[src/rtl/ps2_tx_pkg.sv]
// Shared PS/2 types: byte type, host-to-device transmitter state encoding and parity helper.
package ps2_tx_pkg;

    typedef logic [7:0] byte_t;

    typedef enum logic [2:0] {
        IDLE      = 3'd0,
        INHIBIT   = 3'd1,
        RELEASE   = 3'd2,
        SHIFT     = 3'd3,
        ACK       = 3'd4,
        WAIT_IDLE = 3'd5
    } ps2_tx_state_t;

    // Falls before the stop bit: d0..d7 plus parity.
    localparam logic [3:0] PAYLOAD_FALLS = 4'd9;

    function automatic logic odd_parity(input byte_t b);
        return ~^b;
    endfunction

endpackage

[src/rtl/ps2_sync.sv]
// Two-flop synchronizer for the PS/2 clock and data pads plus a falling-edge strobe on clock.
module ps2_sync (
    input  logic clk_i,
    input  logic reset_i,
    input  logic ps2_clk_async_i,
    input  logic ps2_data_async_i,
    output logic ps2_clk_o,
    output logic ps2_data_o,
    output logic ps2_clk_fall_o
);

    // Bit 0 carries the clock pad, bit 1 the data pad; both idle high on an open-drain bus.
    logic [1:0] meta_q, meta_d;
    logic [1:0] sync_q, sync_d;
    logic       clk_prev_q, clk_prev_d;

    always_comb begin
        meta_d     = {ps2_data_async_i, ps2_clk_async_i};
        sync_d     = meta_q;
        clk_prev_d = sync_q[0];
    end

    always_ff @(posedge clk_i) begin
        if (reset_i) begin
            meta_q     <= 2'b11;
            sync_q     <= 2'b11;
            clk_prev_q <= 1'b1;
        end else begin
            meta_q     <= meta_d;
            sync_q     <= sync_d;
            clk_prev_q <= clk_prev_d;
        end
    end

    assign ps2_clk_o      = sync_q[0];
    assign ps2_data_o     = sync_q[1];
    assign ps2_clk_fall_o = clk_prev_q & ~sync_q[0];

endmodule

[src/rtl/ps2_tx.sv]
// Host-to-device PS/2 transmitter: request-to-send, shifts one byte on device clock falls, checks the ack.
module ps2_tx
    import ps2_tx_pkg::*;
#(
    parameter int INHIBIT_CYCLES = 5000,
    parameter int TIMEOUT_CYCLES = 750000
) (
    input  logic  clk_i,
    input  logic  reset_i,
    input  logic  ps2_clk_async_i,
    input  logic  ps2_data_async_i,
    input  byte_t data_i,
    input  logic  valid_i,
    output logic  ready_o,
    output logic  ps2_clk_oe_o,
    output logic  ps2_data_oe_o,
    output logic  done_o,
    output logic  error_o
);

    localparam int INH_W = $clog2(INHIBIT_CYCLES + 1);
    localparam int TO_W  = $clog2(TIMEOUT_CYCLES + 1);

    localparam logic [INH_W-1:0] INH_START = INH_W'(INHIBIT_CYCLES - 2);
    localparam logic [INH_W-1:0] INH_LAST  = INH_W'(INHIBIT_CYCLES - 1);
    localparam logic [TO_W-1:0]  TO_LAST   = TO_W'(TIMEOUT_CYCLES - 1);

    logic ps2_clk_s;
    logic ps2_data_s;
    logic ps2_fall;

    ps2_sync u_sync (
        .clk_i            (clk_i),
        .reset_i          (reset_i),
        .ps2_clk_async_i  (ps2_clk_async_i),
        .ps2_data_async_i (ps2_data_async_i),
        .ps2_clk_o        (ps2_clk_s),
        .ps2_data_o       (ps2_data_s),
        .ps2_clk_fall_o   (ps2_fall)
    );

    ps2_tx_state_t    state_q, state_d;
    logic [8:0]       shift_q, shift_d;
    logic [3:0]       bit_cnt_q, bit_cnt_d;
    logic [INH_W-1:0] inh_cnt_q, inh_cnt_d;
    logic [TO_W-1:0]  to_cnt_q, to_cnt_d;
    logic             clk_oe_q, clk_oe_d;
    logic             data_oe_q, data_oe_d;
    logic             done_q, done_d;
    logic             error_q, error_d;
    logic             ack_err_q, ack_err_d;

    logic accept;
    logic timing_frame;

    assign ready_o = (state_q == IDLE);
    // The done cycle is already IDLE, but a request there is held off by one cycle.
    assign accept  = valid_i && ready_o && !done_q;
    assign timing_frame = (state_q == RELEASE) || (state_q == SHIFT) || (state_q == ACK);

    always_comb begin
        state_d   = state_q;
        shift_d   = shift_q;
        bit_cnt_d = bit_cnt_q;
        inh_cnt_d = inh_cnt_q;
        to_cnt_d  = to_cnt_q;
        clk_oe_d  = clk_oe_q;
        data_oe_d = data_oe_q;
        done_d    = 1'b0;
        error_d   = 1'b0;
        ack_err_d = ack_err_q;

        case (state_q)
            IDLE: begin
                clk_oe_d  = 1'b0;
                data_oe_d = 1'b0;
                if (accept) begin
                    shift_d   = {odd_parity(data_i), data_i};
                    bit_cnt_d = '0;
                    inh_cnt_d = '0;
                    to_cnt_d  = '0;
                    ack_err_d = 1'b0;
                    clk_oe_d  = 1'b1;
                    state_d   = INHIBIT;
                end
            end

            INHIBIT: begin
                inh_cnt_d = inh_cnt_q + INH_W'(1);
                if (inh_cnt_q == INH_START) begin
                    data_oe_d = 1'b1;
                end
                if (inh_cnt_q == INH_LAST) begin
                    clk_oe_d = 1'b0;
                    state_d  = RELEASE;
                end
            end

            RELEASE: begin
                clk_oe_d  = 1'b0;
                data_oe_d = 1'b1;
                to_cnt_d  = to_cnt_q + TO_W'(1);
                state_d   = SHIFT;
            end

            SHIFT: begin
                to_cnt_d = to_cnt_q + TO_W'(1);
                if (ps2_fall) begin
                    bit_cnt_d = bit_cnt_q + 4'd1;
                    if (bit_cnt_q == PAYLOAD_FALLS) begin
                        data_oe_d = 1'b0;
                        state_d   = ACK;
                    end else begin
                        data_oe_d = ~shift_q[0];
                        shift_d   = {1'b0, shift_q[8:1]};
                    end
                end
            end

            ACK: begin
                to_cnt_d = to_cnt_q + TO_W'(1);
                if (ps2_fall) begin
                    if (ps2_data_s) begin
                        error_d   = 1'b1;
                        ack_err_d = 1'b1;
                    end
                    state_d = WAIT_IDLE;
                end
            end

            WAIT_IDLE: begin
                if (ps2_clk_s && ps2_data_s) begin
                    done_d  = ~ack_err_q;
                    state_d = IDLE;
                end
            end

            default: begin
                clk_oe_d  = 1'b0;
                data_oe_d = 1'b0;
                state_d   = IDLE;
            end
        endcase

        // Device stopped clocking: let go of both lines and report once.
        if (timing_frame && (to_cnt_q == TO_LAST)) begin
            clk_oe_d  = 1'b0;
            data_oe_d = 1'b0;
            done_d    = 1'b0;
            error_d   = 1'b1;
            state_d   = IDLE;
        end
    end

    always_ff @(posedge clk_i) begin
        if (reset_i) begin
            state_q   <= IDLE;
            shift_q   <= '0;
            bit_cnt_q <= '0;
            inh_cnt_q <= '0;
            to_cnt_q  <= '0;
            clk_oe_q  <= 1'b0;
            data_oe_q <= 1'b0;
            done_q    <= 1'b0;
            error_q   <= 1'b0;
            ack_err_q <= 1'b0;
        end else begin
            state_q   <= state_d;
            shift_q   <= shift_d;
            bit_cnt_q <= bit_cnt_d;
            inh_cnt_q <= inh_cnt_d;
            to_cnt_q  <= to_cnt_d;
            clk_oe_q  <= clk_oe_d;
            data_oe_q <= data_oe_d;
            done_q    <= done_d;
            error_q   <= error_d;
            ack_err_q <= ack_err_d;
        end
    end

    assign ps2_clk_oe_o  = clk_oe_q;
    assign ps2_data_oe_o = data_oe_q;
    assign done_o        = done_q;
    assign error_o       = error_q;

endmodule

[config.mk]
export PLATFORM = sky130hd
export DESIGN_NAME = ps2_tx
export DESIGN_NICKNAME = d
export VERILOG_FILES = /design/src/rtl/ps2_tx_pkg.sv /design/src/rtl/ps2_sync.sv /design/src/rtl/ps2_tx.sv
export SDC_FILE = /design/constraint.sdc
export NUM_CORES = 1
export LEC_CHECK = 0
export CORE_ASPECT_RATIO = 1.4
export CORE_MARGIN = 4
export CORE_UTILIZATION = 55
export DETAILED_ROUTE_END_ITERATION = 10
export PLACE_DENSITY_LB_ADDON = 0.05
export SLEW_MARGIN = 20
export SYNTH_ARGS = -nofsm -noshare
export SYNTH_HDL_FRONTEND = slang
export SYNTH_SLANG_ARGS = --single-unit
[constraint.sdc]
create_clock -name clk_i -period 4.95 [get_ports clk_i]
set_clock_uncertainty 0.2 [all_clocks]
set_input_delay 0.7425 -clock clk_i [delete_from_list [all_inputs] [get_ports clk_i]]
set_output_delay 0.7425 -clock clk_i [all_outputs]
set_load 0.005 [all_outputs]
==> impl_metrics.ini <==
[run_status]
status = complete, no violations

[sta]
period_share_pct = 56.50
relSlewSlack_pct = 45.51
rsz0062_at_grt = false
layout_setup_ws_ns = 2.153
slew_viol_final = 0
hold_violations = 0
fin_crit_ns = 2.797
setup_viol = 0
fin_setup_tns_ns = 0
max_freq_ghz = 0.3575
tightestPinTransition_ns = 0.8158

[setup_path]
critPathLaunch = state_q[2]
cp-start-kind = flop
worst_r2r_path_depth = 6
r2r-start = state_q[1]
crit_type = flop to output pin
required_ns = 4.01
regToRegSetupSlack_ns = 2.40
crit_end = ready_o
crit_fanout = 14
slowest_stage = clkdlybuf4s50_1
arrival_ns = 1.85
slowest_delay_ns = 0.51
crit_chain = or3_4 -> clkinv_2 -> clkdlybuf4s50_1
end_kind = output pin
worstReg2RegEnd = to_cnt_q[8]

[final_layout]
area_growth_pct = 12.34
seq_area_um2 = 1181
post-route-util_pct = 64.37
multiInputGateArea_um2 = 1712
diodes = 0
n_fill_cell = 468
stdcell_count = 428
nNetsFinal = 375
final_layout_size_suffix_gt1_share_pct = 10.77
final_area_um2 = 3371

[floorplan]
io_pins = 18
dieArea_um2 = 6717
dieWidth_um = 70.42
die_y_um = 95.39
start_util_pct = 57.30
core-area_um2 = 5236
std_cell_rows = 31

[clock_tree]
cts.path.max_buffers = 2
clk_latency_ns = 0.34
cts-root-buf = clkbuf_8
cts_buffers = 9
cts_tree = built
post_cts_buffers = 0
ctsHtreeMaxLevel = 3
cts.sinks = 59
hold_buffers = 0
cts.clk_slew.worst_paths_ns = 0.06
cts_resized = 0

[yosys]
netlist.area_leader.share_pct = 39.37
synth.cell_area_um2 = 3000
synth_nets = 361
avgSynthCellArea_um2 = 8.747
ys_types = 63
synth_ff_type = dfxtp_1
synth_edf_count = 0
syn-instance-count = 343
ys_seq_area_share_pct = 39.37
ys_async_sr_fraction_pct = 0
synth_top_area_cell = dfxtp_1
yosys_warnings = 0
yosys-top-cells-area = dfxtp_1, nor2_1, xnor2_1
synth-seq-cells = 59

[pwr]
power_density_nw_per_um2 = 430.7
p_leak_nw = 1.255
vdd_drop_max_uv = 250.5

[grt]
grt_pass1_vias = 2351
grt_overflow = 0
antenna_found_initial = 0
track_usage_pct = 20.06
grt_max_degree = 27
grt_pass1_wl_um = 10600

[hold_path]
hp-class = flop to flop

[drt]
first_iter_violations = 150
detail_route.wl_per_cell_um = 14.80
antenna_left = 0
via_count = 2477
routed_wl_um = 6333
dr.pass1.iters = 4
routed_via_density = 5.787
drc = 0

[place]
dp_cells = 412
place_hpwl_um = 4556
place_ws_ns = 2.026
postPlaceCellArea_um2 = 3177
place.gp.congestion = 0.8294
port_buffers = 17

[run]
maxCapViolCount = 0
[how the worst min path moves through the flow]
stage,from,endpoint,cells after the start
floorplan,u_sync.meta_q[0],u_sync.sync_q[0],1
CTS,u_sync.meta_q[1],u_sync.sync_q[1],1
global route,u_sync.meta_q[1],u_sync.sync_q[1],1
detailed placement,u_sync.meta_q[1],u_sync.sync_q[1],1
finish,u_sync.meta_q[1],u_sync.sync_q[1],1
global placement,u_sync.meta_q[0],u_sync.sync_q[0],1
[cells in the mapped netlist, types with 6 or more instances]
cell	number
dfxtp_1	59
nor2_1	46
nand2_1	22
a21oi_1	19
xnor2_1	18
a211oi_1	12
mux2i_1	10
nand3_1	10
o21ai_0	10
nand4_1	9
clkbuf_1	7
xor2_1	7
a31oi_1	6
and3_1	6
nand2b_1	6
nor3_1	6
nor4_1	6
or2_2	6
[power by group]
| group | leakage (nW) | switching [mW] | internal (mW) |
|---|---|---|---|
| sequential | 0.480 | 0.0610 | 0.530 |
| clock | 0.0991 | 0.187 | 0.243 |
| combinational | 0.676 | 0.256 | 0.174 |
| total | 1.25 | 0.504 | 0.948 |
[cell families after synthesis]
kind of cell               synth area share [%]
and+or+nand+nor                           29.15
AOI/OAI and AO/OA                         14.80
DFF                                       39.37
xor gates and xnor gates                  7.298
buffers and inverters                     3.586
muxes                                     3.712
adders and majority gates                 2.085
[per-layer routing]
| layer | share of wire, % | wire length (um) | GRT usage (%) | up-vias |
|---|---|---|---|---|
| met4 | 2.7 | 174 | 12.14 | 0 |
| met3 | 3.0 | 189 | 4.008 | 19 |
| met5 | 0 | 0 | 0 | - |
| met1 | 42 | 2686 | 22.92 | 1158 |
| li1 | - | - | - | 1262 |
| met2 | 52 | 3283 | 34.38 | 38 |
[flip-flops by register name, summed over array words and instances (netlist names)]
register / count
to_cnt_q: 20
inh_cnt_q: 13
shift_q: 9
bit_cnt_q: 4
state_q: 3
u_sync.meta_q: 2
u_sync.sync_q: 2
ack_err_q: 1
done_o: 1
error_o: 1
ps2_clk_oe_o: 1
ps2_data_oe_o: 1
u_sync.clk_prev_q: 1
[through the flow]
step,hold slack [ns],power (mW)
6_report,0.2157,1.452
3_3_place_gp,0.1936,1.021
4_1_cts,0.2149,1.466
5_1_grt,0.2376,1.541
3_5_place_dp,0.1998,1.033
2_1_floorplan,0.1895,0.9453
[layout by cell type (no fill, tap or decap), drive strengths merged, types with 6 or more instances in the layout]
cell type      count
and3               6
nor4               8
or3                6
nand4              9
xor2               7
or2                9
nor3               6
nor2              50
nand2b             6
nand3             10
nand2             23
clkdlybuf4s50     17
clkbuf            11
dfxtp             59
o21ai             11
xnor2             18
a31oi              6
a21oi             20
a211oi            13
mux2i             10
[critical path: cells and delay by family, from the launching register on]
kind          cells  cell delay (ns)
buf+inv           2             0.61
flops             1             0.46
simple gates      1             0.46
[cell type report]
| class | instances | area share [%] |
|---|---|---|
| clock inverters | 5 | 1.559 |
| flip-flops and latches | 59 | 35.04 |
| inverters | 6 | 0.7053 |
| clock buffers | 11 | 4.195 |
| multi-input cells | 263 | 50.78 |
| repair buffers | 18 | 5.271 |
| well taps | 66 | 2.450 |
(Power assumes the default switching activity.)
